<file path="src/rtl/instr_seq_pkg.sv">
// -----------------------------------------------------------------------------
// instr_seq_pkg
// Shared definitions for the instruction sequencer:
//   - state_t    : sequencer FSM state encoding
//   - instr_t    : 16-bit instruction word layout (opcode / rd / imm8)
//   - OP_*       : opcode constants used when building program images
//   - make_instr : packs the three instruction fields into one word
// -----------------------------------------------------------------------------
package instr_seq_pkg;

  typedef enum logic [2:0] {
    IDLE      = 3'd0,
    FETCH     = 3'd1,
    LATCH     = 3'd2,
    ISSUE     = 3'd3,
    WAIT_DONE = 3'd4,
    ERROR     = 3'd5
  } state_t;

  localparam int INSTR_W    = 16;
  localparam int OPCODE_MSB = 15;
  localparam int OPCODE_LSB = 12;
  localparam int RD_MSB     = 11;
  localparam int RD_LSB     = 8;
  localparam int IMM_MSB    = 7;
  localparam int IMM_LSB    = 0;

  localparam logic [3:0] OP_LDI  = 4'h1;
  localparam logic [3:0] OP_ADDI = 4'h3;
  localparam logic [3:0] OP_SUBI = 4'h5;
  localparam logic [3:0] OP_MOV  = 4'h6;
  localparam logic [3:0] OP_NOP  = 4'h7;

  typedef struct packed {
    logic [3:0] opcode;
    logic [3:0] rd;
    logic [7:0] imm;
  } instr_t;

  function automatic logic [INSTR_W-1:0] make_instr(input logic [3:0] opcode,
                                                    input logic [3:0] rd,
                                                    input logic [7:0] imm);
    instr_t w;
    w.opcode = opcode;
    w.rd     = rd;
    w.imm    = imm;
    return w;
  endfunction

endpackage

</file>
<file path="src/rtl/seq_watchdog.sv">
// -----------------------------------------------------------------------------
// seq_watchdog
// Counts consecutive cycles while enable is high; expired goes high during the
// TIMEOUT-th enabled cycle so the owner can act on that same clock edge.
// Ports:
//   Clock   : system clock (rising edge)
//   Resetn  : synchronous active-low reset
//   clear   : zero the counter (has priority over enable)
//   enable  : count this cycle
//   expired : TIMEOUT enabled cycles have elapsed, including the current one
// -----------------------------------------------------------------------------
module seq_watchdog #(
  parameter int TIMEOUT = 15
) (
  input  logic Clock,
  input  logic Resetn,
  input  logic clear,
  input  logic enable,
  output logic expired
);

  localparam int CNT_W = $clog2(TIMEOUT + 1);
  localparam logic [CNT_W-1:0] LAST = CNT_W'(TIMEOUT - 1);

  logic [CNT_W-1:0] count_reg;

  always_ff @(posedge Clock) begin
    if (!Resetn) begin
      count_reg <= '0;
    end else if (clear) begin
      count_reg <= '0;
    end else if (enable && !expired) begin
      // Saturate at the last value so a stalled owner never sees a wrap.
      count_reg <= count_reg + 1'b1;
    end
  end

  assign expired = enable && (count_reg == LAST);

endmodule

</file>
<file path="src/rtl/instr_sequencer.sv">
// -----------------------------------------------------------------------------
// instr_sequencer
// Walks a program held in a synchronous ROM and hands each word to a processor,
// one at a time, waiting for the processor's Done before fetching the next.
// Ports:
//   Clock, Resetn : system clock, synchronous active-low reset
//   Start, Len    : request a run of Len instructions (accepted in IDLE/ERROR)
//   Abort         : return to IDLE immediately, keeping DIN and InstrCount
//   ADDR, ROM_Q   : ROM address (registered) and ROM data one cycle later
//   DIN, Run      : instruction word and its one-cycle issue strobe
//   Done          : processor completion pulse (only honoured in WAIT_DONE)
//   Busy          : sequence in progress
//   Finished      : one-cycle pulse after the last Done (or a Len=0 request)
//   Error         : watchdog fired while waiting for Done
//   InstrCount    : instructions completed in the current or last run
// -----------------------------------------------------------------------------
module instr_sequencer
  import instr_seq_pkg::*;
#(
  parameter int ADDR_W  = 5,
  parameter int TIMEOUT = 15
) (
  input  logic                Clock,
  input  logic                Resetn,
  input  logic                Start,
  input  logic                Abort,
  input  logic [ADDR_W:0]     Len,
  output logic [ADDR_W-1:0]   ADDR,
  input  logic [INSTR_W-1:0]  ROM_Q,
  output logic [INSTR_W-1:0]  DIN,
  output logic                Run,
  input  logic                Done,
  output logic                Busy,
  output logic                Finished,
  output logic                Error,
  output logic [ADDR_W:0]     InstrCount
);

  // Longest program the ROM can hold; larger requests are clamped so the
  // address never wraps back over already-issued words.
  localparam logic [ADDR_W:0] MAX_LEN = {1'b1, {ADDR_W{1'b0}}};

  state_t               state_reg, state_next;
  logic [ADDR_W:0]      pc_reg, pc_next;        // one spare bit: PC may reach Len
  logic [ADDR_W:0]      len_reg, len_next;
  logic [ADDR_W:0]      count_reg, count_next;
  logic [INSTR_W-1:0]   din_reg, din_next;
  logic                 finished_reg, finished_next;
  logic                 wd_expired;

  seq_watchdog #(
    .TIMEOUT (TIMEOUT)
  ) u_watchdog (
    .Clock   (Clock),
    .Resetn  (Resetn),
    .clear   (state_reg != WAIT_DONE),
    .enable  (state_reg == WAIT_DONE),
    .expired (wd_expired)
  );

  always_ff @(posedge Clock) begin
    if (!Resetn) begin
      state_reg    <= IDLE;
      pc_reg       <= '0;
      len_reg      <= '0;
      count_reg    <= '0;
      din_reg      <= '0;
      finished_reg <= 1'b0;
    end else begin
      state_reg    <= state_next;
      pc_reg       <= pc_next;
      len_reg      <= len_next;
      count_reg    <= count_next;
      din_reg      <= din_next;
      finished_reg <= finished_next;
    end
  end

  always_comb begin
    state_next    = state_reg;
    pc_next       = pc_reg;
    len_next      = len_reg;
    count_next    = count_reg;
    din_next      = din_reg;
    finished_next = 1'b0;

    if (Abort) begin
      state_next = IDLE;
    end else begin
      case (state_reg)
        IDLE, ERROR: begin
          if (Start) begin
            if (Len == '0) begin
              // Empty program: report completion without touching the ROM.
              finished_next = 1'b1;
              state_next    = IDLE;
            end else begin
              len_next   = (Len > MAX_LEN) ? MAX_LEN : Len;
              pc_next    = '0;
              count_next = '0;
              state_next = FETCH;
            end
          end
        end
        FETCH: state_next = LATCH;       // ADDR=PC presented this cycle
        LATCH: begin
          din_next   = ROM_Q;            // ROM answered the FETCH address
          state_next = ISSUE;
        end
        ISSUE: state_next = WAIT_DONE;
        WAIT_DONE: begin
          // A Done in the last watchdog cycle still wins over the timeout.
          if (Done) begin
            count_next = count_reg + 1'b1;
            pc_next    = pc_reg + 1'b1;
            if ((count_reg + 1'b1) == len_reg) begin
              finished_next = 1'b1;
              state_next    = IDLE;
            end else begin
              state_next = FETCH;
            end
          end else if (wd_expired) begin
            state_next = ERROR;
          end
        end
        default: state_next = IDLE;
      endcase
    end
  end

  assign ADDR       = pc_reg[ADDR_W-1:0];
  assign DIN        = din_reg;
  assign Run        = (state_reg == ISSUE);
  assign Busy       = (state_reg != IDLE) && (state_reg != ERROR);
  assign Finished   = finished_reg;
  assign Error      = (state_reg == ERROR);
  assign InstrCount = count_reg;

endmodule
</file>
<file path="config.mk">
export PLATFORM = sky130hd
export DESIGN_NAME = instr_sequencer
export DESIGN_NICKNAME = d
export VERILOG_FILES = /design/src/rtl/instr_seq_pkg.sv /design/src/rtl/seq_watchdog.sv /design/src/rtl/instr_sequencer.sv
export SDC_FILE = /design/constraint.sdc
export NUM_CORES = 1
export LEC_CHECK = 0
export ABC_AREA = 0
export BUFFER_PORTS_ARGS = -buffer_cell sky130_fd_sc_hd__buf_2
export CAP_MARGIN = 0
export CORE_MARGIN = 5
export CORE_UTILIZATION = 39
export DETAILED_ROUTE_END_ITERATION = 16
export GPL_TIMING_DRIVEN = 1
export SYNTH_ARGS = -nofsm -noshare
export SYNTH_HDL_FRONTEND = slang
export SYNTH_HIERARCHICAL = 1
export SYNTH_SLANG_ARGS = --single-unit
</file>
<file path="constraint.sdc">
create_clock -name Clock -period 5.38 [get_ports Clock]
set_input_delay 0.538 -clock Clock [delete_from_list [all_inputs] [get_ports Clock]]
set_output_delay 0.538 -clock Clock [all_outputs]
set_load 0.03 [all_outputs]
</file>
==> summary by stage <==
STA
The achievable frequency is 0.3771 GHz. Setup repair after global routing left no endpoint under its margin. Between clock sinks in the finished design, the worst skew comes to 0.01087 ns. The count of final hold-check violations came to 0. Dividing the final minimum period by the clock period gives 49.29%. The slew at the pin with the worst max-slew slack is 1.026 ns. The minimum clock period is 2.652 ns. The worst hold-check slack is between 0.4 and 0.5 ns. Setup violations remaining at the end of the flow were counted as 0. The worst relative slew slack is between 30 and 40%. The aggregate negative setup slack is 0 ns. The number of slew-limit violations in the final report is 0.

Detailed routing
The total length of routed wires is 4.647 mm. In the routed design, unresolved DRC markers number 0. Detailed routing inserted a total of 1,763 vias. The first-pass detailed-route iteration total is 4. The remaining number of nets flagged by the antenna check after routing is 0. The number of DRC markers after the initial detailed-route iteration is 63. The average via count per standard cell is between 5 and 6. In the final routed layout, each cell accounts on average for 13.20 µm.

Power
The total internal power is 0.0004248 W. The sequential group share of total power is 54.6%. The maximum resistive drop on vdd is 0.1308 mV. Of the total power, the clock network draws a little over a third.

The sum of internal, switching and leakage power is 0.0005768 W. The analysis attributes to net switching a power of 0.0001521 W. Of the total power, the share spent switching nets is 26.36%. The total leakage power is 0.9681 nW. Dividing total power by cell area gives a power density of roughly 240 nW/µm². The relative contribution of combinational cells to total power is 9.6%.

Clock tree
For this design, the CTS-stage hold fixing added 0 buffers. In this run the clock root is driven by a sky130_fd_sc_hd__clkbuf_8. The number of gates resized after cts is 0.

The clock passes through at most 2 buffers. The clock latency on the worst-skew pair is 0.30 ns. The H-tree depth is 2. The CTS tree is yes.

The tree built by TritonCTS fans out to 41 sinks. The buffer count from post-CTS setup fixing is 0. The number of clock buffers inserted by TritonCTS is 5.

The clock edge transition at the registers on the reported setup and hold paths is around 0.08 ns.

Global routing
The maximum number of pins on one net before global-route repair is 28. After global routing the overflow that remains totals 0. The number of global-route vias before repair is 1,725. The combined global-route utilization of all metal layers is between 10% and 20%.

The global-route wire length before repair is 7.803 mm. The number of antenna violations at the first check in global routing is 0.

Place
Summed over all nets, the half-perimeter wirelength after detailed placement is ~3.4 mm. The routability congestion estimate from global placement is 0.8092. The area of placed instances is about 2300 µm². In this run the tool buffered the top-level ports with 57 buffer cells.

Floorplanning
The width of the chip is 80.86 µm. The die outline area is roughly 6500 µm². The starting density of the core is 40.92%. In this run the count of I/O pins placed on the die edge is 58. The cell row count is 25. The placeable core area is 4786 µm².

The die span in y is 80.86 µm.

Yosys
After synthesis, the cell types taking the most area are sky130_fd_sc_hd__dfxtp_1, sky130_fd_sc_hd__nand2_1, sky130_fd_sc_hd__a21boi_0, sky130_fd_sc_hd__xnor2_1, sky130_fd_sc_hd__xor2_1. The synthesized netlist occupies a cell area of about 2000 µm². The number of nets handed over by synthesis was approximately 260. The synthesized design spends more area on one cell type than any other, namely sky130_fd_sc_hd__dfxtp_1. The number of warnings printed during yosys synthesis is 6. Of the synthesized area, sequential elements account for 41.92%. The top cell type by area accounts for 41.92% of the synthesized area. The count of unique library cells instantiated by Yosys is 41. The count of mapped cells out of synthesis is 230. The average instance in the mapped netlist occupies 8.514 µm².

The number of storage elements in the synthesis netlist is 41.

Worst setup path
The critical path goes through mux2i_1 -> a2111oi_4 -> o21ai_1 -> or3_1 -> a21oi_1. The endpoint arrival time on the critical path is 2.87 ns. The critical-path maximum fanout is 15. The type of the setup path with the least slack is register to register. The type of element launching the critical path is a register. The delay of the slowest cell on the worst path is roughly 0.65 ns.

In this design, the largest share of critical-path delay is due to compound AO/OA/AOI/OAI gates. The buffers plus inverters on the worst setup path is 0. The slowest stage of the critical path belongs to the cell sky130_fd_sc_hd__dfxtp_1. STA puts the critical path data required time at 5.60 ns. The kind of end point of the critical path is a register.

Finish
The final design instance area without fill is 2380 µm². The area growth from synthesis to layout is 21.53%. The post-route netlist has 25.26% of its cells at a drive strength greater than 1. The post-route core utilization is between 40% and 50%.

The antenna diode count is 0. For this run, the post-layout net count is 315. The flip-flop count of the largest register after layout is 16. Leaving out fill and tap cells, the most frequent cells in the layout are sky130_fd_sc_hd__buf_2, sky130_fd_sc_hd__nand2_1, sky130_fd_sc_hd__dfxtp_1. The most common cell after layout, fill and taps aside is sky130_fd_sc_hd__buf_2.

Hold path
The type of the worst min-delay path is register to register.

Status
The run finished with clean final reports.

Run
Max-cap violations in this run came to 0.
-- layer usage --
layer	part of all wire (%)	wire, µm	global-route usage [%]	vias to the layer above
met3	6.5	302	4.545	5
met5	0	0	0	-
li1	-	-	-	919
met2	47	2179	25.12	40
met4	1.0	48	5.068	0
met1	46	2116	18.49	799
-- kinds of logic after synthesis --
logic type | count (synthesis) | share of synthesized area, %
AND/OR/NAND/NOR | 98 | 24.41
AO/OA/AOI/OAI | 54 | 19.87
flip-flops | 41 | 41.92
buffers and inverters | 16 | 3.451
XOR/XNOR | 14 | 6.262
adder cells (fa/ha/maj) | 4 | 2.556
multiplexers | 3 | 1.534
-- Yosys cell counts --
library cell and number:
sky130_fd_sc_hd__nand2_1 44, sky130_fd_sc_hd__dfxtp_1 41, sky130_fd_sc_hd__a21boi_0 20, sky130_fd_sc_hd__nor2_1 13
sky130_fd_sc_hd__a21oi_1 11, sky130_fd_sc_hd__nand3_1 10, sky130_fd_sc_hd__clkbuf_1 7, sky130_fd_sc_hd__xnor2_1 7
sky130_fd_sc_hd__xor2_1 7, sky130_fd_sc_hd__nor3_1 6, sky130_fd_sc_hd__inv_1 5, sky130_fd_sc_hd__o21ai_0 5
sky130_fd_sc_hd__or3_1 5, sky130_fd_sc_hd__and3_1 4, sky130_fd_sc_hd__ha_1 4, sky130_fd_sc_hd__buf_2 3
sky130_fd_sc_hd__mux2i_1 3, sky130_fd_sc_hd__nand2b_1 3, sky130_fd_sc_hd__nand4b_1 3, sky130_fd_sc_hd__a211oi_1 2
sky130_fd_sc_hd__a21boi_1 2, sky130_fd_sc_hd__a31oi_1 2, sky130_fd_sc_hd__nand3b_1 2, sky130_fd_sc_hd__nand4_1 2
sky130_fd_sc_hd__o2111ai_1 2, sky130_fd_sc_hd__o211ai_1 2, sky130_fd_sc_hd__a2111oi_4 1, sky130_fd_sc_hd__a21o_2 1
sky130_fd_sc_hd__a311oi_1 1, sky130_fd_sc_hd__and4_2 1, sky130_fd_sc_hd__buf_4 1, sky130_fd_sc_hd__nand3_2 1
sky130_fd_sc_hd__nand4bb_1 1, sky130_fd_sc_hd__nor4_1 1, sky130_fd_sc_hd__o21a_1 1, sky130_fd_sc_hd__o21ai_1 1
sky130_fd_sc_hd__o21ba_2 1, sky130_fd_sc_hd__o31ai_1 1, sky130_fd_sc_hd__o32ai_1 1, sky130_fd_sc_hd__or3b_1 1
sky130_fd_sc_hd__or3b_2 1
-- worst register-to-register path, stage by stage (launching register included) --
cell and delay (ns):
sky130_fd_sc_hd__dfxtp_1 0.65, sky130_fd_sc_hd__mux2i_1 0.22, sky130_fd_sc_hd__a2111oi_4 0.58, sky130_fd_sc_hd__o21ai_1 0.49, sky130_fd_sc_hd__or3_1 0.49, sky130_fd_sc_hd__a21oi_1 0.15
-- cell type report --
type / instances / area, µm²
Clock buffer: 5 / 68.82
Clock inverter: 3 / 25.02
Fill cell: 484 / 2406
Inverter: 5 / 18.77
Multi-Input combinational cell: 173 / 1070
Sequential cell: 41 / 820.8
Tap cell: 67 / 83.83
Timing Repair Buffer: 58 / 292.8
-- final timing paths --
| kind | startpoint | endpoint | slack [ns] | cells past startpoint |
|---|---|---|---|---|
| max reg2reg | state_reg[0] | InstrCount[3] | 2.73 | 5 |
| min | DIN[3] | DIN[3] | 0.46 | 2 |
| min reg2reg | DIN[3] | DIN[3] | 0.46 | 2 |
| max | state_reg[0] | InstrCount[3] | 2.73 | 5 |
-- power by group through the flow --
stage                logic, W  clock network [W]  registers, W
global route        0.0000612           0.000229      0.000316
global placement    0.0000557                  0      0.000322
finish              0.0000552           0.000207      0.000315
floorplan           0.0000319                  0      0.000324
CTS                 0.0000558           0.000217      0.000315
detailed placement  0.0000555                  0      0.000322
-- per-stage QoR --
| stage | instances | worst slack [ns] |
|---|---|---|
| CTS | 352 | 2.767 |
| global route | 352 | 2.558 |
| finish | 352 | 2.728 |
| floorplan | 230 | 3.401 |
| detailed placement | 344 | 2.614 |
| global placement | 344 | 2.514 |
Power figures use the tool's default switching activity.
